--- config.mk ---
export PLATFORM = sky130hd
export DESIGN_NAME = seven_seg_scan_flat
export DESIGN_NICKNAME = d
export VERILOG_FILES = /design/src/rtl/seg_pkg.sv /design/src/rtl/seven_seg_scan_if.sv /design/src/rtl/bcd_to_seg.sv /design/src/rtl/seven_seg_scan.sv /design/src/flat_wrapper.sv
export SDC_FILE = /design/constraint.sdc
export NUM_CORES = 1
export LEC_CHECK = 0
export CAP_MARGIN = 20
export CORE_ASPECT_RATIO = 0.8
export CORE_MARGIN = 1.5
export CORE_UTILIZATION = 48
export CTS_CLUSTER_DIAMETER = 100
export DETAILED_ROUTE_END_ITERATION = 8
export PLACE_DENSITY = 0.71
export REMOVE_ABC_BUFFERS = 1
export SLEW_MARGIN = 20
export SYNTH_ARGS = -nofsm -noshare
export SYNTH_HDL_FRONTEND = slang
export SYNTH_SLANG_ARGS = --single-unit
--- constraint.sdc ---
create_clock -name clk -period 4.3 [get_ports clk]
set_input_delay 0.645 -clock clk [delete_from_list [all_inputs] [get_ports clk]]
set_output_delay 0.645 -clock clk [all_outputs]
set_load 0.03 [all_outputs]
--- src/rtl/seg_pkg.sv ---
// Shared seven-segment constants: active-low {g,f,e,d,c,b,a} digit patterns,
// the BLANK code and the BLANK/DASH patterns used by the scan driver and decoder.
// No ports: package only.
package seg_pkg;

    typedef logic [6:0] seg_t;

    // Digit code that renders as an unlit digit.
    localparam logic [3:0] BLANK = 4'hA;

    localparam seg_t SEG_0     = 7'h40;
    localparam seg_t SEG_1     = 7'h79;
    localparam seg_t SEG_2     = 7'h24;
    localparam seg_t SEG_3     = 7'h30;
    localparam seg_t SEG_4     = 7'h19;
    localparam seg_t SEG_5     = 7'h12;
    localparam seg_t SEG_6     = 7'h02;
    localparam seg_t SEG_7     = 7'h78;
    localparam seg_t SEG_8     = 7'h00;
    localparam seg_t SEG_9     = 7'h10;
    localparam seg_t SEG_BLANK = 7'h7F;
    localparam seg_t SEG_DASH  = 7'h3F;  // g segment only

endpackage

--- src/rtl/seven_seg_scan_if.sv ---
// Display bundle between the timer side and the multiplexed 4-digit display.
// Signals: nums (4 digit codes, [15:12] leftmost), an (active-low anodes,
// an[3] leftmost), seg (active-low {g,f,e,d,c,b,a}), dp (active-low point).
interface seven_seg_scan_if;
    logic [15:0] nums;
    logic [3:0]  an;
    logic [6:0]  seg;
    logic        dp;

    // master: the timer/test side that supplies digits and watches the display
    modport master (output nums, input an, seg, dp);
    // slave: the scan driver
    modport slave  (input nums, output an, seg, dp);
endinterface

--- src/rtl/bcd_to_seg.sv ---
// Purpose: combinational 4-bit digit code to active-low segment pattern.
// Latency: none (pure combinational). Backpressure: none, always valid.
// Ports: code_i (0-9 digit, 0xA blank, 0xB-0xF dash), seg_o ({g,f,e,d,c,b,a}).
module bcd_to_seg
    import seg_pkg::*;
(
    input  logic [3:0] code_i,
    output seg_t       seg_o
);

    always_comb begin
        seg_o = SEG_DASH;
        case (code_i)
            4'd0:    seg_o = SEG_0;
            4'd1:    seg_o = SEG_1;
            4'd2:    seg_o = SEG_2;
            4'd3:    seg_o = SEG_3;
            4'd4:    seg_o = SEG_4;
            4'd5:    seg_o = SEG_5;
            4'd6:    seg_o = SEG_6;
            4'd7:    seg_o = SEG_7;
            4'd8:    seg_o = SEG_8;
            4'd9:    seg_o = SEG_9;
            BLANK:   seg_o = SEG_BLANK;
            default: seg_o = SEG_DASH;
        endcase
    end

endmodule

--- src/rtl/seven_seg_scan.sv ---
// Purpose: time-multiplexed 4-digit seven-segment scan driver with anti-ghost gap.
// Latency: outputs registered, one cycle behind the (idx,cnt) scan state.
// Backpressure: none; nums is sampled once per frame and need not be held.
// Ports: clk, rst (sync, active-high), bus (slave modport: nums in; an/seg/dp out).
// Option: define LEADING_ZERO_BLANK_EN to blank the leftmost digit when it is 0.
module seven_seg_scan
    import seg_pkg::*;
#(
    parameter int SCAN_DIV   = 100000,  // clk cycles per digit slot
    parameter int GAP_CYCLES = 1000     // blanked cycles at the start of each slot
) (
    input  logic             clk,
    input  logic             rst,
    seven_seg_scan_if.slave  bus
);

    localparam int                CNT_W   = $clog2(SCAN_DIV);
    localparam logic [CNT_W-1:0]  CNT_MAX = CNT_W'(SCAN_DIV - 1);
    localparam logic [CNT_W-1:0]  GAP_V   = CNT_W'(GAP_CYCLES);

    logic [CNT_W-1:0] cnt_q, cnt_d;
    logic [1:0]       idx_q, idx_d;
    logic [15:0]      snap_q, snap_d;
    logic             first_q;          // first cycle after reset release
    logic [3:0]       an_q, an_d;
    seg_t             seg_q, seg_d;
    logic             dp_q, dp_d;

    logic             slot_end;
    logic [3:0]       code_raw;
    logic [3:0]       code;
    seg_t             dec_seg;

    bcd_to_seg u_dec (
        .code_i (code),
        .seg_o  (dec_seg)
    );

    always_comb begin
        slot_end = (cnt_q == CNT_MAX);
        cnt_d    = slot_end ? '0 : cnt_q + CNT_W'(1);
        idx_d    = slot_end ? idx_q + 2'd1 : idx_q;

        // A new frame snapshot is taken either right after reset or on the
        // edge that takes idx 3->0, so the next four slots share one value.
        snap_d = (first_q || (slot_end && (idx_q == 2'd3))) ? bus.nums : snap_q;

        code_raw = snap_q[{idx_q, 2'b00} +: 4];
        code     = code_raw;
`ifdef LEADING_ZERO_BLANK_EN
        if ((idx_q == 2'd3) && (code_raw == 4'd0)) begin
            code = BLANK;
        end
`endif

        an_d  = (cnt_q < GAP_V) ? 4'b1111 : ~(4'b0001 << idx_q);
        seg_d = dec_seg;
        // Decimal point after the minutes-ones digit acts as the min:sec colon.
        dp_d  = ~((idx_q == 2'd2) && (code_raw != BLANK));
    end

    always_ff @(posedge clk) begin
        if (rst) begin
            cnt_q   <= '0;
            idx_q   <= 2'd0;
            snap_q  <= 16'hAAAA;
            first_q <= 1'b1;
            an_q    <= 4'b1111;
            seg_q   <= SEG_BLANK;
            dp_q    <= 1'b1;
        end else begin
            cnt_q   <= cnt_d;
            idx_q   <= idx_d;
            snap_q  <= snap_d;
            first_q <= 1'b0;
            an_q    <= an_d;
            seg_q   <= seg_d;
            dp_q    <= dp_d;
        end
    end

    assign bus.an  = an_q;
    assign bus.seg = seg_q;
    assign bus.dp  = dp_q;

endmodule

--- src/flat_wrapper.sv ---
// flat-port wrapper written by rule: the top's interface ports become plain ports
module seven_seg_scan_flat import seg_pkg::*;
#(
    parameter int SCAN_DIV   = 100000,                              
    parameter int GAP_CYCLES = 1000                                                
)
  (clk, rst, bus_nums, bus_an, bus_seg, bus_dp);
  seven_seg_scan_if bus_i ();
  input  logic clk;
  input  logic rst;
  input wire logic [$bits(bus_i.nums)-1:0] bus_nums;
  output wire logic [$bits(bus_i.an)-1:0] bus_an;
  output wire logic [$bits(bus_i.seg)-1:0] bus_seg;
  output wire logic [$bits(bus_i.dp)-1:0] bus_dp;
  assign bus_i.nums = bus_nums;
  assign bus_an = bus_i.an;
  assign bus_seg = bus_i.seg;
  assign bus_dp = bus_i.dp;
  seven_seg_scan #(.SCAN_DIV(SCAN_DIV), .GAP_CYCLES(GAP_CYCLES)) u_core (.clk(clk), .rst(rst), .bus(bus_i));
endmodule
==> metrics.md <==
| Metric | Value |
|---|---|
| Max Freq | `466 MHz` |
| Initial core utilization | `50.6%` |
| Total placed cells including tap cells | `330` |
| ANT nets after route | `0` |
| Setup TNS | `0 ns` |
| Largest net degree at the start of global routing | `24` |
| Cells after Synth | `253` |
| Post-CTS Hold Fix Bufs | `0` |
| Full die area | `0.00533 sq mm` |
| Max H-tree Level | `2` |
| Antenna Cells | `0` |
| Clk sink count | `48` |
| Commonest non-fill, non-tap cells in the layout | `48 x dfxtp_1, 29 x clkdlybuf4s50_1, 19 x nor2_1, 19 x nand2_1` |
| Port Buf Inserts | `29` |
| Power per cell area | `323 mW/mm^2` |
| Worst slew pin tran | `0.689 ns` |
| Most common cell after layout, fill and taps aside | `dfxtp_1` |
| Setup crit start kind | `input port` |
| Number of global-route vias before repair | `1795` |
| Share of layout cells above drive strength 1 | `6.12%` |
| Detail Placement HPWL | `3.33 mm` |
| DR vias | `1941` |
| DR pass1 iterations | `4` |
| Clock Path Buffers | `2` |
| CTS tree | `built` |
| Final hold vios | `0` |
| Core ar. | `0.00465 sq mm` |
| Final worst-path cycle share | `49.9%` |
| DP Worst Slack | `1.85 ns` |
| Cell Count, Final, Fillers Out | `338` |
| Num CTS Buffers | `5` |
| Final WL | `4.80 mm` |
| Post-CTS Resized | `0` |
| Clock skew | `0.00861 ns` |
| Crit Path Max Fanout | `23` |
| Status | `complete, no violations` |
| Register bit total from synthesis | `48` |
| Fillers | `428` |
| FFs w/ async S/R, synth | `0%` |
| Worst endpoint required time | `4.46 ns` |
| Post-route DRC | `0` |
| Syn Std Cell Area | `0.00235 sq mm` |
| Die width | `81.3 um` |
| Post-synth top flop | `dfxtp_1` |
| Row count | `22` |
| Register area | `961 sq um` |
| HP Class | `flip-flop to flip-flop` |
| Synth warn | `0` |
| Slew headroom | `54.1%` |
| VDD IR-drop max | `0.000241 V` |
| MaxCap Viol Count | `0` |
| LEAKAGE | `0.975 nW` |
| Setup Buffers After CTS | `0` |
| Multi-input gate area in the final layout | `0.00126 sq mm` |
| Power consumption | `0.899 mW` |
| DIE HEIGHT | `65.6 um` |
| Slew Limit Fails | `0` |
| CP Capture Type | `flip-flop` |
| Drt initial violations | `78` |
| Vias per cell | `5.74` |
| Tot GR Track Use | `20.7%` |
| Total gr overflow | `0` |
| Post-synth cell types | `39` |
| Fin util | `59.8%` |
| Critical path arrival | `2.31 ns` |
| Antenna violations before repair | `0` |
| Clock Tree Root | `clkbuf_8` |
| Average wire per standard cell | `14.2 um` |
| Min Tclk post-route | `2.15 ns` |
| First-pass GRT wire length | `8.54 mm` |
| Area Growth Syn to Fin | `18.2%` |
| RSZ-0062 raised after global routing | `false` |
| Worst-skew pair later-pin latency | `0.29 ns` |
| Setup-failing EPs final | `0` |
| Post-synth EDFFs | `0` |
| Clk slew on worst S/H paths | `0.09 ns` |
| Nets | `306` |
| Setup ws final | `2.15 ns` |
| Avg Cell Area, Syn | `9.30 sq um` |
| Register area share after synthesis | `40.9%` |
| Number of I/O pins | `30` |
| Routability-driven placement congestion ratio | `0.837` |
| CP Class | `input port to flip-flop` |
-- metrics by stage --
| step | cell area, sq um | hold slack [ns] |
|---|---|---|
| 6_report | 2780 | 0.477 |
| 5_1_grt | 2780 | 0.509 |
| 3_3_place_gp | 2670 | 0.452 |
| 2_1_floorplan | 2290 | 0.430 |
| 3_5_place_dp | 2670 | 0.459 |
| 4_1_cts | 2780 | 0.479 |
-- Yosys cell counts, drive strengths merged, types with 3 or more instances --
| master | n | area (sq um) |
|---|---|---|
| o21ai | 8 | 40.0 |
| nand2 | 19 | 71.3 |
| nand4 | 9 | 71.3 |
| buf | 5 | 25.0 |
| nor2 | 19 | 71.3 |
| xnor2 | 7 | 61.3 |
| dfxtp | 48 | 961 |
| nor3b | 8 | 60.1 |
| inv | 17 | 63.8 |
| mux2i | 3 | 30.0 |
| o311ai | 8 | 70.1 |
| xor2 | 6 | 52.6 |
| a21oi | 6 | 30.0 |
| o2111ai | 9 | 78.8 |
| or3 | 3 | 18.8 |
| ha | 11 | 138 |
| o211ai | 17 | 128 |
| clkbuf | 9 | 33.8 |
| nand3 | 3 | 15.0 |
| mux4 | 4 | 90.1 |
| and3 | 5 | 31.3 |
| nor4 | 3 | 33.8 |
| a31oi | 10 | 62.6 |
-- cell families after synthesis --
family	count (synthesis)	share of synthesized area [%]
simple gates	81	19.6
compound gates	61	18.4
flops	48	40.9
buf+inv	32	5.37
xor+xnor	13	4.84
fa+ha+maj	11	5.85
mux	7	5.11
-- sequential cells by signal, indices dropped and copies added, names as in the netlist --
| signal | flops |
|---|---|
| u_core.idx_q | 2 |
| u_core.snap_q | 16 |
| u_core.cnt_q | 17 |
| u_core.bus.seg | 7 |
| u_core.bus.dp | 1 |
| u_core.bus.an | 4 |
| u_core.first_q | 1 |
-- critical path, cell delays in order --
cell and delay [ns]:
clkdlybuf4s50_1 0.45, buf_4 0.22, clkinv_1 0.21, buf_4 0.27, nand2_1 0.39, nor2_1 0.11
-- routing by layer --
layer | global-route usage [%] | wire length [um] | vias up | part of all wire (%)
met3 | 4.17 | 228 | 2 | 4.8
met1 | 31.0 | 2480 | 903 | 52
li1 | - | - | 983 | -
met4 | 5.82 | 25 | 0 | 0.52
met5 | 0 | 0 | - | 0
met2 | 29.9 | 2060 | 53 | 43
-- power breakdown --
| group | internal (mW) | leakage, nW | switching (mW) |
|---|---|---|---|
| Combinational | 0.0524 | 0.526 | 0.0549 |
| Clock | 0.173 | 0.0552 | 0.142 |
| Sequential | 0.465 | 0.394 | 0.0124 |
| Total | 0.690 | 0.975 | 0.209 |
-- path summary, 6_finish.rpt --
check                  start  slack (ns)                 to  cells past startpoint
max                      rst        2.15    u_core.cnt_q[7]                      6
min          u_core.cnt_q[0]        0.48    u_core.cnt_q[0]                      1
max reg2reg  u_core.idx_q[0]        2.17  u_core.snap_q[11]                      4
min reg2reg  u_core.cnt_q[0]        0.48    u_core.cnt_q[0]                      1
-- area by class of cell --
cell class	instances	share of cell area, %
inverters	18	2.43
clock inverters	2	1.26
multi-input cells	173	45.5
clock buffers	6	2.61
flip-flops and latches	48	34.5
well taps	60	2.70
repair buffers	31	11.0
Note: power is estimated with default switching activity, not from simulation.
